File: config.mk
export PLATFORM = sky130hd
export DESIGN_NAME = slc3_regfile_cc
export DESIGN_NICKNAME = d
export VERILOG_FILES = /design/src/rtl/slc3_regfile_cc.sv
export SDC_FILE = /design/constraint.sdc
export NUM_CORES = 1
export LEC_CHECK = 0
export ABC_AREA = 0
export BUFFER_PORTS_ARGS = -buffer_cell sky130_fd_sc_hd__buf_2
export CAP_MARGIN = 10
export CORE_MARGIN = 3
export CORE_UTILIZATION = 60
export DETAILED_ROUTE_END_ITERATION = 6
export PLACE_DENSITY = 0.81
export SLEW_MARGIN = 5
export SYNTH_ARGS = -nofsm -noshare
export SYNTH_HDL_FRONTEND = slang
export SYNTH_SLANG_ARGS = --single-unit
File: constraint.sdc
create_clock -name Clk -period 3.1 [get_ports Clk]
set_input_delay 0.31 -clock Clk [delete_from_list [all_inputs] [get_ports Clk]]
set_output_delay 0.31 -clock Clk [all_outputs]
set_load 0.02 [all_outputs]
File: src/rtl/slc3_regfile_cc.sv
// SLC-3 register file with merged condition codes (NZP), branch enable (BEN)
// and per-register dirty tracking. One write port, two combinational read
// ports with optional same-cycle write-through bypass.
module slc3_regfile_cc #(
    parameter int unsigned     WIDTH     = 16,
    parameter int unsigned     NREGS     = 8,
    parameter int unsigned     AW        = $clog2(NREGS),
    parameter bit              BYPASS    = 1'b1,
    parameter logic [WIDTH-1:0] RESET_VAL = '0
) (
    input  logic             Clk,
    input  logic             Reset_n,
    input  logic [WIDTH-1:0] Bus_in,
    input  logic             LD_REG,
    input  logic [AW-1:0]    DR,
    input  logic [AW-1:0]    SR1,
    input  logic [AW-1:0]    SR2,
    input  logic             LD_CC,
    input  logic             LD_BEN,
    input  logic [2:0]       NZP_mask,
    input  logic             Clr_dirty,
    output logic [WIDTH-1:0] SR1_out,
    output logic [WIDTH-1:0] SR2_out,
    output logic [2:0]       CC_out,
    output logic             BEN_out,
    output logic [NREGS-1:0] Dirty
);

    localparam logic [2:0] CC_NEG  = 3'b100;
    localparam logic [2:0] CC_ZERO = 3'b010;
    localparam logic [2:0] CC_POS  = 3'b001;

    logic [WIDTH-1:0] r_regs [NREGS];
    logic [2:0]       r_cc;
    logic             r_ben;
    logic [NREGS-1:0] r_dirty;

    logic [2:0]       w_cc_dec;
    logic             w_ben_next;
    logic [NREGS-1:0] w_dirty_next;
    logic [WIDTH-1:0] w_sr1;
    logic [WIDTH-1:0] w_sr2;
    logic             w_hit1;
    logic             w_hit2;

    // Register array: reset to RESET_VAL, otherwise write Bus_in into R[DR].
    always_ff @(posedge Clk) begin
        if (!Reset_n) begin
            for (int unsigned i = 0; i < NREGS; i++) begin
                r_regs[i] <= RESET_VAL;
            end
        end else if (LD_REG) begin
            r_regs[DR] <= Bus_in;
        end
    end

    // Signed decode of the bus value into one-hot {n,z,p}.
    always_comb begin
        w_cc_dec = CC_POS;
        if (Bus_in == '0) begin
            w_cc_dec = CC_ZERO;
        end else if (Bus_in[WIDTH-1]) begin
            w_cc_dec = CC_NEG;
        end
    end

    // Branch enable is evaluated against the CC stored before this edge.
    always_comb begin
        w_ben_next = |(NZP_mask & r_cc);
    end

    // Condition-code and branch-enable state; reset wins over both strobes.
    always_ff @(posedge Clk) begin
        if (!Reset_n) begin
            r_cc  <= CC_ZERO;
            r_ben <= 1'b0;
        end else begin
            if (LD_CC) begin
                r_cc <= w_cc_dec;
            end
            if (LD_BEN) begin
                r_ben <= w_ben_next;
            end
        end
    end

    // Dirty next state: clear first, then mark the written register.
    always_comb begin
        w_dirty_next = r_dirty;
        if (Clr_dirty) begin
            w_dirty_next = '0;
        end
        if (LD_REG) begin
            w_dirty_next[DR] = 1'b1;
        end
    end

    // Dirty tracking register.
    always_ff @(posedge Clk) begin
        if (!Reset_n) begin
            r_dirty <= '0;
        end else begin
            r_dirty <= w_dirty_next;
        end
    end

    // Read-port bypass hit detection; only meaningful when BYPASS is enabled.
    always_comb begin
        w_hit1 = BYPASS && LD_REG && (DR == SR1);
        w_hit2 = BYPASS && LD_REG && (DR == SR2);
    end

    // Combinational read ports, each resolving its own bypass independently.
    always_comb begin
        w_sr1 = r_regs[SR1];
        w_sr2 = r_regs[SR2];
        if (w_hit1) begin
            w_sr1 = Bus_in;
        end
        if (w_hit2) begin
            w_sr2 = Bus_in;
        end
    end

    assign SR1_out = w_sr1;
    assign SR2_out = w_sr2;
    assign CC_out  = r_cc;
    assign BEN_out = r_ben;
    assign Dirty   = r_dirty;

endmodule

; ---- Yosys cells after proc, flatten, opt, wreduce, memory -nomap -nowiden
; Memory sizes are Yosys's and may differ from the RTL's.
; Cells that the tools add are included.
[word_totals]
input_bits = 34
mem_bits_rw = 128
n_memories = 1
reg_bits = 12
wordCells = 31
[op_classes]
order_cmp = 2
mux = 15
n_eq_ne = 2
bitwise = 2
n_reduce_logical = 6
[mem_list]
columns = memory, depth, width, read_ports, rd_ports_with_merged_regs, write_ports, line_no
row1 = r_regs, 8, 16, 2, 0, 8, 33  ; logic [WIDTH-1:0] r_regs [NREGS];
[op_table]
columns = operator, count
row1 = $mux 16, 3
row2 = $logic_not 16->1, 1
row3 = $mux 8, 2
row4 = $reduce_or 16->1, 1
row5 = $mux 3, 3
row6 = $or 8x8->8, 1
row7 = $eq 3x3->1, 2
row8 = $mux 1, 6
row9 = $lt 3x4->1 const B, 1
row10 = $and 3x3->3, 1
row11 = $demux 1 s3, 1
row12 = $ge 3x1->1 const B, 1
row13 = $logic_and 1x1->1, 3
row14 = $reduce_or 3->1, 1

; ---- Logic depth before layout (Yosys ltp)
; Gate-level depths: netlist of run 1.
[logic_depth]
word_depth = 6
mapped_depth = 6
ltp_nobuf = 3

; ---- Worst setup path before layout of run 1
; Ideal clock, no wire load.
[synth_path]
path_type = input to register
startpoint = input port DR[1]
endpoint = memory r_regs[1][0], enable pin
setup_ps = 411
arrival_time_ps = 1874
path_stages = 3
slack_ps = 815
cell_sequence = clkbuf_1 > nand2b_1 > o21ai_0
[synth_rtl]
columns = item, line_no
row1 = from (decl), 15  ; input logic [AW-1:0] DR,
row2 = to (decl), 33

; ---- Worst setup path in the final report of run 1
[layout_path]
startpoint = input port SR2[0]
endpoint = output port SR2_out[7]
[layout_between]
elab_chain_len = 3
elab_cells_between_ends = 4
cone_classes = 1 x eq/ne / 1 x mux / 1 x reduce/logical / 1 x memory
[layout_rtl]
columns = item, line_no
row1 = from (decl), 17  ; input logic [AW-1:0] SR2,
row2 = branches (longest 2 deep; another with $mem_v2 8x16), -
row3 = $mux 16 (*), 120  ; if (w_hit2) begin
row4 = to (decl), 23  ; output logic [WIDTH-1:0] SR2_out,
; Mark *: on every way between the ends.

==> flow_summary_export.csv, run 1 <==
group,metric,value,unit
drt,wirelength,20900,um
global_route,grt_overflow,0,
global_route,grt_max_degree,19,
pwr,swShare,0.238,
pwr,power.density,562,mW/mm^2
pwr,clkPwrFrac,0.424,
timing,period_needed,2620,ps
clock_network,htree_levels,4,
global_route,grt_pass1_vias,5190,
clock_network,cts_setup_buffers,0,
drt,num_vias,5058,
clock_network,insertion_delay,420,ps
yosys,synthTopCellsByArea,"edfxtp_1 (48%), mux4_1 (21%), and2_1 (10%), mux2_2 (7.5%), dfxtp_1 (3.0%)",
floorplanning,die_y,121,um
clock_network,cts_tree,"yes",
yosys,syn_area_per_cell,15.9,um^2
setup_path,endpoint,"SR2_out[7]",
setup_path,crit_path_end_kind,"primary output",
global_route,grt_usage,0.297,
pwr,vdd_drop_max,0.501,mV
pwr,comb_power_share,0.145,
yosys,synthArstFlopShare,0,
placement,dp_hpwl,13200,um
global_route,grt_pass1_wl,31000,um
yosys,syn_inst,500,
timing,worst_hold_slack,125,ps
run,cap_violations,0,
yosys,yosys_warnings,0,
global_route,antenna_found_initial,0,
setup_path,critPathKind,"input port to primary output",
clock_network,cts_resized,0,
floorplanning,rows,41,
yosys,yosys.area.top_type,"edfxtp_1",
outcome,status,"finished, final reports clean",
setup_path,cp_max_fo,12,
setup_path,rr_worst_depth,3,
setup_path,startpoint,"SR2[0]",
floorplanning,die_w,121,um
setup_path,r2r_start,"CC_out[0]$_SDFFE_PN0P_",
timing,min_period_over_period,0.844,
final_layout,layout.nets,616,
final_layout,seq_area,0.00408,mm^2
timing,slew_viol_final,0,
clock_network,cts_root_buf,"clkbuf_16",
final_layout,layout-drive-gt1-share,0.348,
setup_path,r2r_end,"BEN_out$_SDFFE_PN0P_",
yosys,yosys_most_used_dff,"edfxtp_1",
yosys,yosysSeqAreaShare,0.515,
final_layout,multi_input_area,0.00360,mm^2
placement,io_buffers,77,
floorplanning,start_util,0.621,
drt,dr.pass1.iters,5,
placement,gp_congestion,0.830,
yosys,synth.distinct_cells,29,
clock_network,clk_pin_slew_worst_paths,60,ps
pwr,p_leak,3.70,nW
timing,slew_headroom,0.397,
clock_network,clkSinkCount,140,
yosys,synth_top_area_frac,0.484,
timing,rsz0062_at_grt,"false",
floorplanning,io_pins,78,
hold_path,hp-class,"input port to flop",
pwr,power_switching,1.23,mW
yosys,ys_ff_latch,140,
setup_path,required,2790,ps
drt,routedWlPerCell,27.2,um
setup_path,crit_path_start_kind,"input port",
timing,worstMarginPinSlew,899,ps
pwr,pwr-share-seq,0.431,
final_layout,fillers,767,
final_layout,area_growth,16.4,%
timing,fin_setup_tns,0,ps
final_layout,final_util,0.723,
clock_network,postCtsHoldBufs,0,
drt,via_per_inst,6.59,
clock_network,cts_buffers,17,
pwr,power.internal,3.96,mW
yosys,yosys-top-cells-count,"and2_1 (128), edfxtp_1 (128), mux4_1 (64), mux2_2 (53), clkbuf_1 (36)",
timing,fmax,382,MHz
floorplanning,dieArea,0.0146,mm^2
setup_path,r2r_setup_slack,2130,ps
final_layout,diodes,0,
drt,drtIter0Drc,440,
timing,finalHoldViolations,0,
drt,drc,0,
yosys,synth_edf_count,128,
timing,skew,6.04,ps
drt,ant_nets,0,
floorplanning,coreArea,0.0128,mm^2
timing,setup_viol,0,
yosys,syn-cell-area,0.00793,mm^2
clock_network,cts_buffer_depth,2,
yosys,synth_nets,534,
setup_path,arrival,2310,ps
stage by stage:
| step | area [um^2] | std cells | total power [mW] | setup WS, ps |
|---|---|---|---|---|
| finish | 9240 | 767 | 5.19 | 482 |
| global route | 9240 | 767 | 5.33 | 450 |
| CTS | 9240 | 767 | 5.21 | 513 |
| detailed placement | 8600 | 735 | 3.01 | 549 |
| global placement | 8600 | 735 | 2.98 | 573 |
| floorplan | 7930 | 500 | 2.76 | 815 |
logic make-up after synthesis:
family | share of synthesized area
simple gates | 0.119
flops | 0.515
mux | 0.309
buf+inv | 0.0336
compound gates | 0.0169
xor+xnor | 0.00662
cell usage in the layout (no fill, tap or decap), drive strengths merged, types with 5 or more instances in the layout:
cell    instances
and2          128
buf           113
xnor2           6
o21ai           6
mux2           64
clkbuf         19
nor2            7
dfxtp          12
bufinv          5
a21o            8
mux4           64
clkinv          5
edfxtp        128
sequential cells by signal (all words and copies together), names as in the netlist:
register,flops
r_regs,128
Dirty,8
BEN_out,1
CC_out,3
routing by layer:
metal / share of wire / up-vias / global-route usage / wire length (um)
met4: 0.036 / 0 / 0.131 / 749
li1: - / 2134 / - / -
met2: 0.50 / 296 / 0.490 / 10500
met5: 0 / - / 0 / 0
met1: 0.37 / 2558 / 0.381 / 7780
met3: 0.089 / 70 / 0.0671 / 1860
final cells by class:
| type | count | area share |
|---|---|---|
| Multi-Input combinational cell | 309 | 0.389 |
| Timing Repair Buffer | 113 | 0.0764 |
| Inverter | 1 | 0.000406 |
| Clock inverter | 13 | 0.0214 |
| Clock buffer | 19 | 0.0469 |
| Tap cell | 172 | 0.0233 |
| Sequential cell | 140 | 0.442 |
how the worst min path moves through the flow:
stage	startpoint	endpoint	slack, ps	cells after the start
finish	LD_BEN	BEN_out$_SDFFE_PN0P_	120	2
global route	LD_BEN	BEN_out$_SDFFE_PN0P_	120	2
CTS	LD_BEN	BEN_out$_SDFFE_PN0P_	110	2
detailed placement	Dirty[7]$_SDFF_PN0_	Dirty[7]$_SDFF_PN0_	440	1
global placement	Dirty[7]$_SDFF_PN0_	Dirty[7]$_SDFF_PN0_	430	1
floorplan	LD_BEN	BEN_out$_SDFFE_PN0P_	450	1
power by group through the flow:
stage | Combinational (mW) | Clock, mW | Sequential, mW
floorplan | 0.512 | 0 | 2.25
global placement | 0.725 | 0 | 2.25
detailed placement | 0.741 | 0 | 2.27
CTS | 0.752 | 2.22 | 2.24
global route | 0.791 | 2.29 | 2.25
finish | 0.753 | 2.20 | 2.24
worst max-delay path, cell delays in order:
cell	delay [ps]
buf_2	370
buf_4	280
mux4_1	610
mux2_2	290
mux2_2	270
buf_2	160
(Power assumes the default switching activity.)
==> run 2: changes to the inputs <==
CORE_UTILIZATION = 54   (was 60)
PLACE_DENSITY = 0.77   (was 0.81)
clock period = 2.2 ns   (was 3.1 ns; I/O delays follow)
==> flow_summary_export.csv, run 2 (synthesis gave the netlist of run 1 again) <==
group,metric,value,unit
outcome,status,"finished with violations",
outcome,violations,"setup timing",
drt,num_vias,5096,
drt,drtIter0Drc,473,
timing,fmax,433,MHz
clock_network,cts_root_buf,"clkbuf_16",
setup_path,crit_top_cell,"mux2_4",
timing,finalHoldViolations,0,
global_route,grt_overflow,0,
setup_path,endpoint,"SR2_out[4]",
timing,worstMarginPinSlew,567,ps
pwr,power.density,787,mW/mm^2
setup_path,arrival,2090,ps
timing,period_needed,2310,ps
floorplanning,rows,43,
timing,min_period_over_period,1.05,
final_layout,fillers,946,
clock_network,cts_buffer_depth,2,
timing,worst_hold_slack,46.1,ps
pwr,finalPower,7.50,mW
floorplanning,die_y,127,um
clock_network,insertion_delay,420,ps
setup_path,required,1980,ps
timing,fin_setup_tns,-646,ps
hold_path,worstHoldStart,"LD_BEN",
setup_path,startpoint,"r_regs[3][4]$_SDFFCE_PN0P_",
final_layout,top_register,"r_regs",
placement,place_ws,98.3,ps
floorplanning,start_util,0.561,
global_route,grt_pass1_vias,5274,
final_layout,layout-drive-gt1-share,0.459,
drt,via_per_inst,6.51,
placement,gp_congestion,0.870,
final_layout,diodes,0,
floorplanning,coreArea,0.0141,mm^2
clock_network,cts_buffers,17,
timing,setup_viol,22,
global_route,antenna_found_initial,0,
timing,slew_headroom,0.621,
placement,io_buffers,77,
pwr,vdd_drop_max,0.693,mV
setup_path,r2r_setup_slack,1250,ps
final_layout,layout.nets,624,
setup_path,r2r_start,"CC_out[1]$_SDFFE_PN1P_",
run,cap_violations,0,
global_route,grt_usage,0.266,
clock_network,htree_levels,4,
global_route,grt_max_degree,29,
setup_path,rr_worst_depth,3,
hold_path,hp-class,"input port to flop",
final_layout,seq_area,0.00408,mm^2
setup_path,critPathMaxStageDelay,520,ps
timing,finalWorstSetupSlack,-111,ps
placement,dp_hpwl,13400,um
drt,dr.pass1.iters,5,
global_route,grt_pass1_wl,31500,um
setup_path,crit_path_start_kind,"flop",
floorplanning,die_w,127,um
setup_path,cp_max_fo,2,
clock_network,cts_tree,"yes",
timing,skew,1.43,ps
final_layout,area_growth,20.2,%
setup_path,slowest_stage,"mux4_2",
clock_network,clk_pin_slew_worst_paths,60,ps
final_layout,multi_input_area,0.00352,mm^2
floorplanning,dieArea,0.0162,mm^2
setup_path,critPathKind,"flop to primary output",
drt,routedWlPerCell,26.9,um
timing,slew_viol_final,0,
final_layout,final_util,0.674,
clock_network,clkSinkCount,140,
floorplanning,io_pins,78,
drt,ant_nets,0,
final_layout,largest_reg_flops,128,
drt,drc,0,
timing,rsz0062_at_grt,"true",
drt,wirelength,21100,um
pwr,p_leak,3.80,nW
setup_path,r2r_end,"BEN_out$_SDFFE_PN0P_",
setup_path,cp_cell_sequence,"mux4_2, mux2_4, mux2_4, buf_6",
final_layout,layout_common_cells,"and2_1 (128), edfxtp_1 (128), mux4_2 (60)",
setup_path,crit_path_end_kind,"primary output",
## run 2: cell type report
| type | instances | share of cell area |
|---|---|---|
| Timing Repair Buffer | 121 | 0.112 |
| Clock buffer | 23 | 0.0569 |
| Sequential cell | 140 | 0.428 |
| Inverter | 1 | 0.000394 |
| Tap cell | 180 | 0.0236 |
| Clock inverter | 9 | 0.00984 |
| Multi-Input combinational cell | 309 | 0.369 |
## run 2: timing repair
item	CTS	global route
resized for setup	152	14
hold buffers	0	0
setup endpoints to repair	32	32
buffers inserted	0	0
## run 2: worst max-delay path, delay by kind of cell (launching register included)
family   cells  cell delay, ps
flops        1             440
mux          3            1080
buf+inv      1             140
## run 2: stage by stage
| step | cells | cell area (um^2) |
|---|---|---|
| floorplan | 500 | 7930 |
| global placement | 751 | 8770 |
| detailed placement | 751 | 8770 |
| CTS | 783 | 9500 |
| global route | 783 | 9540 |
| finish | 783 | 9540 |
## run 2: worst min-delay path by stage
| stage | to | slack (ps) | cells past startpoint |
|---|---|---|---|
| floorplan | BEN_out$_SDFFE_PN0P_ | 360 | 1 |
| global placement | Dirty[6]$_SDFF_PN0_ | 430 | 1 |
| detailed placement | Dirty[3]$_SDFF_PN0_ | 440 | 1 |
| CTS | BEN_out$_SDFFE_PN0P_ | 30 | 2 |
| global route | BEN_out$_SDFFE_PN0P_ | 50 | 2 |
| finish | BEN_out$_SDFFE_PN0P_ | 50 | 2 |
## run 2: layer usage
layer	global-route usage	up-vias	share of wire
met5	0	-	0
met2	0.451	316	0.52
met1	0.336	2631	0.37
li1	-	2088	-
met3	0.0569	61	0.082
met4	0.111	0	0.033
## run 2: report_power, final
group          switching (mW)  internal [mW]
clock                    1.14           1.87
sequential              0.102           3.07
combinational           0.601          0.728
total                    1.84           5.66
